$ cat config.mk
export PLATFORM = sky130hd
export DESIGN_NAME = keypad_scanner
export DESIGN_NICKNAME = d
export VERILOG_FILES = /design/src/rtl/keypad_scanner.sv
export SDC_FILE = /design/constraint.sdc
export NUM_CORES = 1
export LEC_CHECK = 0
export BUFFER_PORTS_ARGS = -buffer_cell sky130_fd_sc_hd__buf_2
export CAP_MARGIN = 5
export CORE_UTILIZATION = 40
export DETAILED_ROUTE_END_ITERATION = 10
export PLACE_DENSITY_LB_ADDON = 0.12
export SLEW_MARGIN = 40
export SYNTH_ARGS = -nofsm -noshare
export SYNTH_HDL_FRONTEND = slang
export SYNTH_SLANG_ARGS = --single-unit
$ cat constraint.sdc
create_clock -name clk -period 1.88 [get_ports clk]
set_input_delay 0.094 -clock clk [delete_from_list [all_inputs] [get_ports clk]]
set_output_delay 0.094 -clock clk [all_outputs]
set_load 0.01 [all_outputs]
$ cat src/rtl/keypad_scanner.sv
// 4x4 active-low matrix keypad scanner with debounce, one-cycle key strobe and held flag.
// Optional auto-repeat while a key is held is enabled by defining KEYPAD_REPEAT_EN.
module keypad_scanner #(
    parameter int SCAN_DIV         = 65536,
    parameter int DEBOUNCE_SAMPLES = 4,
    parameter int REPEAT_DELAY     = 64,
    parameter int REPEAT_RATE      = 16
) (
    input  logic       clk,
    input  logic       reset_n,
    input  logic [3:0] row_in,
    output logic [3:0] col_out,
    output logic [3:0] key_code,
    output logic       key_valid,
    output logic       key_held
);

    localparam int CNT_W = (SCAN_DIV > 1) ? $clog2(SCAN_DIV) : 1;
    localparam int DEB_W = $clog2(DEBOUNCE_SAMPLES + 1);
    localparam logic [CNT_W-1:0] DIV_LAST = CNT_W'(SCAN_DIV - 1);
    localparam logic [DEB_W-1:0] DEB_LAST = DEB_W'(DEBOUNCE_SAMPLES);

    typedef enum logic [1:0] {
        ST_SCAN     = 2'd0,
        ST_DEBOUNCE = 2'd1,
        ST_HELD     = 2'd2,
        ST_RELEASE  = 2'd3
    } state_e;

    function automatic logic [1:0] lowest_row(input logic [3:0] low);
        logic [1:0] idx;
        if (low[0]) begin
            idx = 2'd0;
        end else if (low[1]) begin
            idx = 2'd1;
        end else if (low[2]) begin
            idx = 2'd2;
        end else begin
            idx = 2'd3;
        end
        return idx;
    endfunction

    logic [3:0]       sync1_q, sync2_q;
    logic [CNT_W-1:0] div_q, div_d;
    state_e           state_q, state_d;
    logic [1:0]       col_idx_q, col_idx_d;
    logic [1:0]       cand_q, cand_d;
    logic [DEB_W-1:0] deb_q, deb_d;
    logic [3:0]       code_q, code_d;
    logic             valid_q, valid_d;
    logic             held_q, held_d;
    logic [3:0]       col_out_q, col_out_d;

    logic             sample_s;
    logic [3:0]       row_low_s;
    logic             any_low_s;
    logic [1:0]       win_s;
    logic             cand_low_s;
    logic [DEB_W-1:0] deb_inc_s;

`ifdef KEYPAD_REPEAT_EN
    localparam int RPT_MAX = (REPEAT_DELAY > REPEAT_RATE) ? REPEAT_DELAY : REPEAT_RATE;
    localparam int RPT_W   = $clog2(RPT_MAX + 1);
    logic [RPT_W-1:0] rpt_q, rpt_d;
    logic             rpt_armed_q, rpt_armed_d;
    logic [RPT_W-1:0] rpt_inc_s;
    logic [RPT_W-1:0] rpt_target_s;
`else
    logic [63:0] unused_repeat_cfg_s;
    assign unused_repeat_cfg_s = {32'(REPEAT_DELAY), 32'(REPEAT_RATE)};
`endif

    // Two-flop synchronizer for the asynchronous row lines
    always_ff @(posedge clk or negedge reset_n) begin
        if (!reset_n) begin
            sync1_q <= 4'b1111;
            sync2_q <= 4'b1111;
        end else begin
            sync1_q <= row_in;
            sync2_q <= sync1_q;
        end
    end

    // Divider, scan FSM and output registers
    always_ff @(posedge clk or negedge reset_n) begin
        if (!reset_n) begin
            div_q     <= '0;
            state_q   <= ST_SCAN;
            col_idx_q <= 2'd0;
            cand_q    <= 2'd0;
            deb_q     <= '0;
            code_q    <= 4'd0;
            valid_q   <= 1'b0;
            held_q    <= 1'b0;
            col_out_q <= 4'b1110;
        end else begin
            div_q     <= div_d;
            state_q   <= state_d;
            col_idx_q <= col_idx_d;
            cand_q    <= cand_d;
            deb_q     <= deb_d;
            code_q    <= code_d;
            valid_q   <= valid_d;
            held_q    <= held_d;
            col_out_q <= col_out_d;
        end
    end

`ifdef KEYPAD_REPEAT_EN
    // Auto-repeat sample counter and first-repeat flag
    always_ff @(posedge clk or negedge reset_n) begin
        if (!reset_n) begin
            rpt_q       <= '0;
            rpt_armed_q <= 1'b0;
        end else begin
            rpt_q       <= rpt_d;
            rpt_armed_q <= rpt_armed_d;
        end
    end
`endif

    // Next-state and output decode; only sample cycles move the FSM
    always_comb begin
        div_d     = div_q;
        state_d   = state_q;
        col_idx_d = col_idx_q;
        cand_d    = cand_q;
        deb_d     = deb_q;
        code_d    = code_q;
        valid_d   = 1'b0;

        row_low_s  = ~sync2_q;
        any_low_s  = |row_low_s;
        win_s      = lowest_row(row_low_s);
        cand_low_s = row_low_s[cand_q];
        deb_inc_s  = deb_q + 1'b1;
        sample_s   = (div_q == DIV_LAST);

        if (sample_s) begin
            div_d = '0;
        end else begin
            div_d = div_q + 1'b1;
        end

`ifdef KEYPAD_REPEAT_EN
        rpt_d        = rpt_q;
        rpt_armed_d  = rpt_armed_q;
        rpt_inc_s    = rpt_q + 1'b1;
        rpt_target_s = rpt_armed_q ? RPT_W'(REPEAT_RATE) : RPT_W'(REPEAT_DELAY);
`endif

        if (sample_s) begin
            case (state_q)
                ST_SCAN: begin
                    if (any_low_s) begin
                        cand_d = win_s;
                        if (DEBOUNCE_SAMPLES == 1) begin
                            code_d  = {win_s, col_idx_q};
                            valid_d = 1'b1;
                            state_d = ST_HELD;
                            deb_d   = '0;
                        end else begin
                            state_d = ST_DEBOUNCE;
                            deb_d   = DEB_W'(1);
                        end
                    end else begin
                        col_idx_d = col_idx_q + 2'd1;
                    end
                end
                ST_DEBOUNCE: begin
                    // A different winning row means the press was not stable
                    if (any_low_s && (win_s == cand_q)) begin
                        if (deb_inc_s == DEB_LAST) begin
                            code_d  = {cand_q, col_idx_q};
                            valid_d = 1'b1;
                            state_d = ST_HELD;
                            deb_d   = '0;
                        end else begin
                            deb_d = deb_inc_s;
                        end
                    end else begin
                        state_d   = ST_SCAN;
                        deb_d     = '0;
                        col_idx_d = col_idx_q + 2'd1;
                    end
                end
                ST_HELD: begin
                    if (!cand_low_s) begin
                        if (DEBOUNCE_SAMPLES == 1) begin
                            state_d   = ST_SCAN;
                            deb_d     = '0;
                            col_idx_d = col_idx_q + 2'd1;
                        end else begin
                            state_d = ST_RELEASE;
                            deb_d   = DEB_W'(1);
                        end
                    end else begin
`ifdef KEYPAD_REPEAT_EN
                        if (rpt_inc_s == rpt_target_s) begin
                            valid_d     = 1'b1;
                            rpt_d       = '0;
                            rpt_armed_d = 1'b1;
                        end else begin
                            rpt_d = rpt_inc_s;
                        end
`else
                        state_d = ST_HELD;
`endif
                    end
                end
                ST_RELEASE: begin
                    if (cand_low_s) begin
                        state_d = ST_HELD;
                        deb_d   = '0;
                    end else if (deb_inc_s == DEB_LAST) begin
                        state_d   = ST_SCAN;
                        deb_d     = '0;
                        col_idx_d = col_idx_q + 2'd1;
                    end else begin
                        deb_d = deb_inc_s;
                    end
                end
                default: begin
                    state_d = ST_SCAN;
                    deb_d   = '0;
                end
            endcase
        end else begin
            state_d = state_q;
        end

`ifdef KEYPAD_REPEAT_EN
        // Any entry into HELD (acceptance or bounce back from RELEASE) restarts the delay
        if ((state_d != ST_HELD) || (state_q != ST_HELD)) begin
            rpt_d       = '0;
            rpt_armed_d = 1'b0;
        end else begin
            rpt_armed_d = rpt_armed_d;
        end
`endif

        held_d    = (state_d == ST_HELD) || (state_d == ST_RELEASE);
        col_out_d = ~(4'b0001 << col_idx_d);
    end

    assign col_out   = col_out_q;
    assign key_code  = code_q;
    assign key_valid = valid_q;
    assign key_held  = held_q;

endmodule

==> flow_summary_export.csv <==
group,metric,value,unit
critical_path,criticalPathCategory,"reg -> reg",
finish,area_growth,31.17,%
detailed_routing,ant_nets,0,
detailed_routing,drt_iter0_markers,48,
synth,syn-instance-count,174,
clock_network,cts_root_buf,"clkbuf_8",
detailed_routing,wl_per_cell,12.76,um
synth,syn_nets,183,
power_and_ir_drop,ir_drop,0.4152,mV
critical_path,crit_arrival,2030,ps
synth,seq_area_frac_synth,54.95,%
detailed_routing,viasPerCell,4.966,
critical_path,worstPathRequired,2060,ps
timing,skew,7.183,ps
power_and_ir_drop,p_leak,1.293,nW
finish,mostFrequentLayoutCell,"dfrtp_1",
global_routing,track_usage,15.99,%
flow_run,drv_cap,0,
critical_path,cp_slowest_cell,"mux4_2",
critical_path,crit_end,"deb_q[0]",
power_and_ir_drop,p_sw,0.3459,mW
power_and_ir_drop,p_seq_share,51.6,%
clock_network,clk_path_buf_depth,2,
die,core,4755,um^2
synth,synth_top_cell_by_area,"dfrtp_1",
finish,drive_gt1_share,37.61,%
die,ios,16,
synth,ys_warn_count,0,
critical_path,critPathTopFamily,"multiplexers",
timing,hold_slack,343.9,ps
synth,synth_area,1983,um^2
timing,hold_violations,0,
clock_network,cts.htree.levels,2,
finish,antennaDiodeCount,0,
die,start_util,41.71,%
global_routing,grt_pass1_wl,6.389,mm
placement,portBuffers,15,
synth,synthDistinctLibCells,46,
timing,max_freq,538.6,MHz
timing,worstMarginPinSlew,618.3,ps
global_routing,grt_pass1_vias,1450,
worst_hold_path,hold_class,"in -> async",
timing,rsz0062_at_grt,"true",
global_routing,grt_max_degree,30,
die,die_area,5243,um^2
outcome,run_status,"complete, no violations",
synth,synth_ff_type,"dfrtp_1",
synth,syn_area_per_cell,11.40,um^2
clock_network,clk_latency,290,ps
placement,hpwl,2.664,mm
detailed_routing,num_vias,1455,
critical_path,cp_num_buf_inv,0,
global_routing,grt_overflow,0,
placement,gp_congestion,0.7488,
critical_path,rrSetupSlack,20,ps
critical_path,max_stage_delay,540,ps
power_and_ir_drop,p_clk_share,45.7,%
clock_network,cts_tree,"built",
timing,min_period,1857,ps
critical_path,rr_startpoint,"cand_q[0]",
finish,layout_common_cells,"32 x dfrtp_1, 29 x buf_4, 15 x nor2_1, 15 x buf_2, 11 x dfstp_2",
timing,maxSlewHeadroom,58.78,%
detailed_routing,drcViolationCount,0,
finish,final_nets,234,
synth,ys_ff_latch,43,
timing,drv_slew,0,
critical_path,cp.depth,5,
critical_path,critPathLaunchType,"flop",
critical_path,rr_worst_depth,5,
die,die_w,72.41,um
clock_network,clkTransAtPathRegs,80,ps
critical_path,r2r-end,"deb_q[0]",
global_routing,antenna_found_initial,0,
critical_path,startpoint,"cand_q[0]",
finish,final_util,54.71,%
timing,period_share,98.76,%
power_and_ir_drop,power_density,706.1,nW/um^2
critical_path,worstPathCellList,"mux4_2, mux2_2, a31oi_1, nor2_1, a211o_1",
timing,finalSetupViolCount,0,
placement,placed_area,2302,um^2
clock_network,cts.sinks,43,
die,die_h,72.41,um
detailed_routing,wirelength,3.740,mm
synth,synthDominantCellAreaShare,40.38,%
die,floorplan.rows,25,
power_and_ir_drop,swShare,18.83,%
timing,finalSetupTns,0,ps
synth,synth_area_leaders,"dfrtp_1 40%, dfstp_2 15%, xor2_1 4.9%",
critical_path,endpoint_kind,"flop",
synth,synth_edf_count,0,
power_and_ir_drop,intPower,1.491,mW
clock_network,cts_buffers,5,
power_and_ir_drop,combPwrFrac,2.7,%
power_and_ir_drop,total_power,1.837,mW
synth,synth_async_sr_flop_share,100.0,%
detailed_routing,drt-pass1-iter-count,4,
critical_path,crit_fanout,3,
finish,fin_area,2601,um^2
[metal layers]
layer / GRT usage (%) / part of all wire (%)
met1: 19.25 / 45
met3: 4.167 / 3.0
met4: 7.625 / 1.6
met5: 0 / 0
met2: 26.69 / 50
[cells by family after synthesis]
family	Yosys count	synth area share, %
and+or+nand+nor	64	19.05
buffers and inverters	12	2.587
xor gates and xnor gates	14	6.183
adders and majority gates	3	1.893
AOI/OAI and AO/OA	30	10.35
muxes	8	4.984
DFF	43	54.95
[registers in the layout, indices dropped and copies added, names as in the netlist]
name,flops
div_q,16
sync1_q,4
col_out,4
key_code,4
key_held,1
col_idx_q,2
sync2_q,4
deb_q,3
key_valid,1
state_q,2
cand_q,2
[power groups by stage]
stage | Clock (mW) | Combinational (mW) | Sequential, mW
after global routing | 0.910 | 0.0558 | 0.950
after CTS | 0.874 | 0.0497 | 0.948
after detailed placement | 0 | 0.0415 | 0.966
after global placement | 0 | 0.0405 | 0.965
final | 0.840 | 0.0489 | 0.948
after floorplan | 0 | 0.0134 | 0.962
[per-stage QoR]
stage	cells	setup WS, ps
final	293	23.32
after global routing	293	-86.79
after CTS	290	0.02620
after detailed placement	273	-22.66
after global placement	273	39.33
after floorplan	174	0.07494
[how the worst min path moves through the flow]
stage | from | depth (start not counted) | end
after detailed placement | reset_n | 1 | key_held
after CTS | reset_n | 2 | key_held
final | reset_n | 2 | key_held
after global routing | sync1_q[2] | 0 | sync2_q[2]
after floorplan | reset_n | 0 | cand_q[0]
after global placement | reset_n | 1 | key_held
[area by class of cell]
| type | instances | area [um^2] |
|---|---|---|
| multi-input combinational | 119 | 907.1 |
| tap | 67 | 83.83 |
| timing repair buffer | 51 | 365.4 |
| clock inverter | 3 | 67.56 |
| fill | 421 | 2153 |
| clock buffer | 5 | 68.82 |
| sequential | 43 | 1090 |
| inverter | 5 | 18.77 |
[cells in the mapped netlist, drive strengths merged (4+ instances only)]
cell type,n
nand2,9
inv,5
xor2,11
and2,6
nand3,8
dfstp,11
nand2b,4
dfrtp,32
a21o,4
nor2b,4
mux2,5
buf,4
o21ai,5
a21oi,6
nor2,15
[timing repair]
action,CTS,global route
buffers inserted,4,3
hold buffers,5,0
endpoints found under the setup margin,4,12
resized for setup,5,9
pin swaps,1,5
hold endpoints to repair,22,0
No activity file was read; power rests on OpenSTA's default activity.
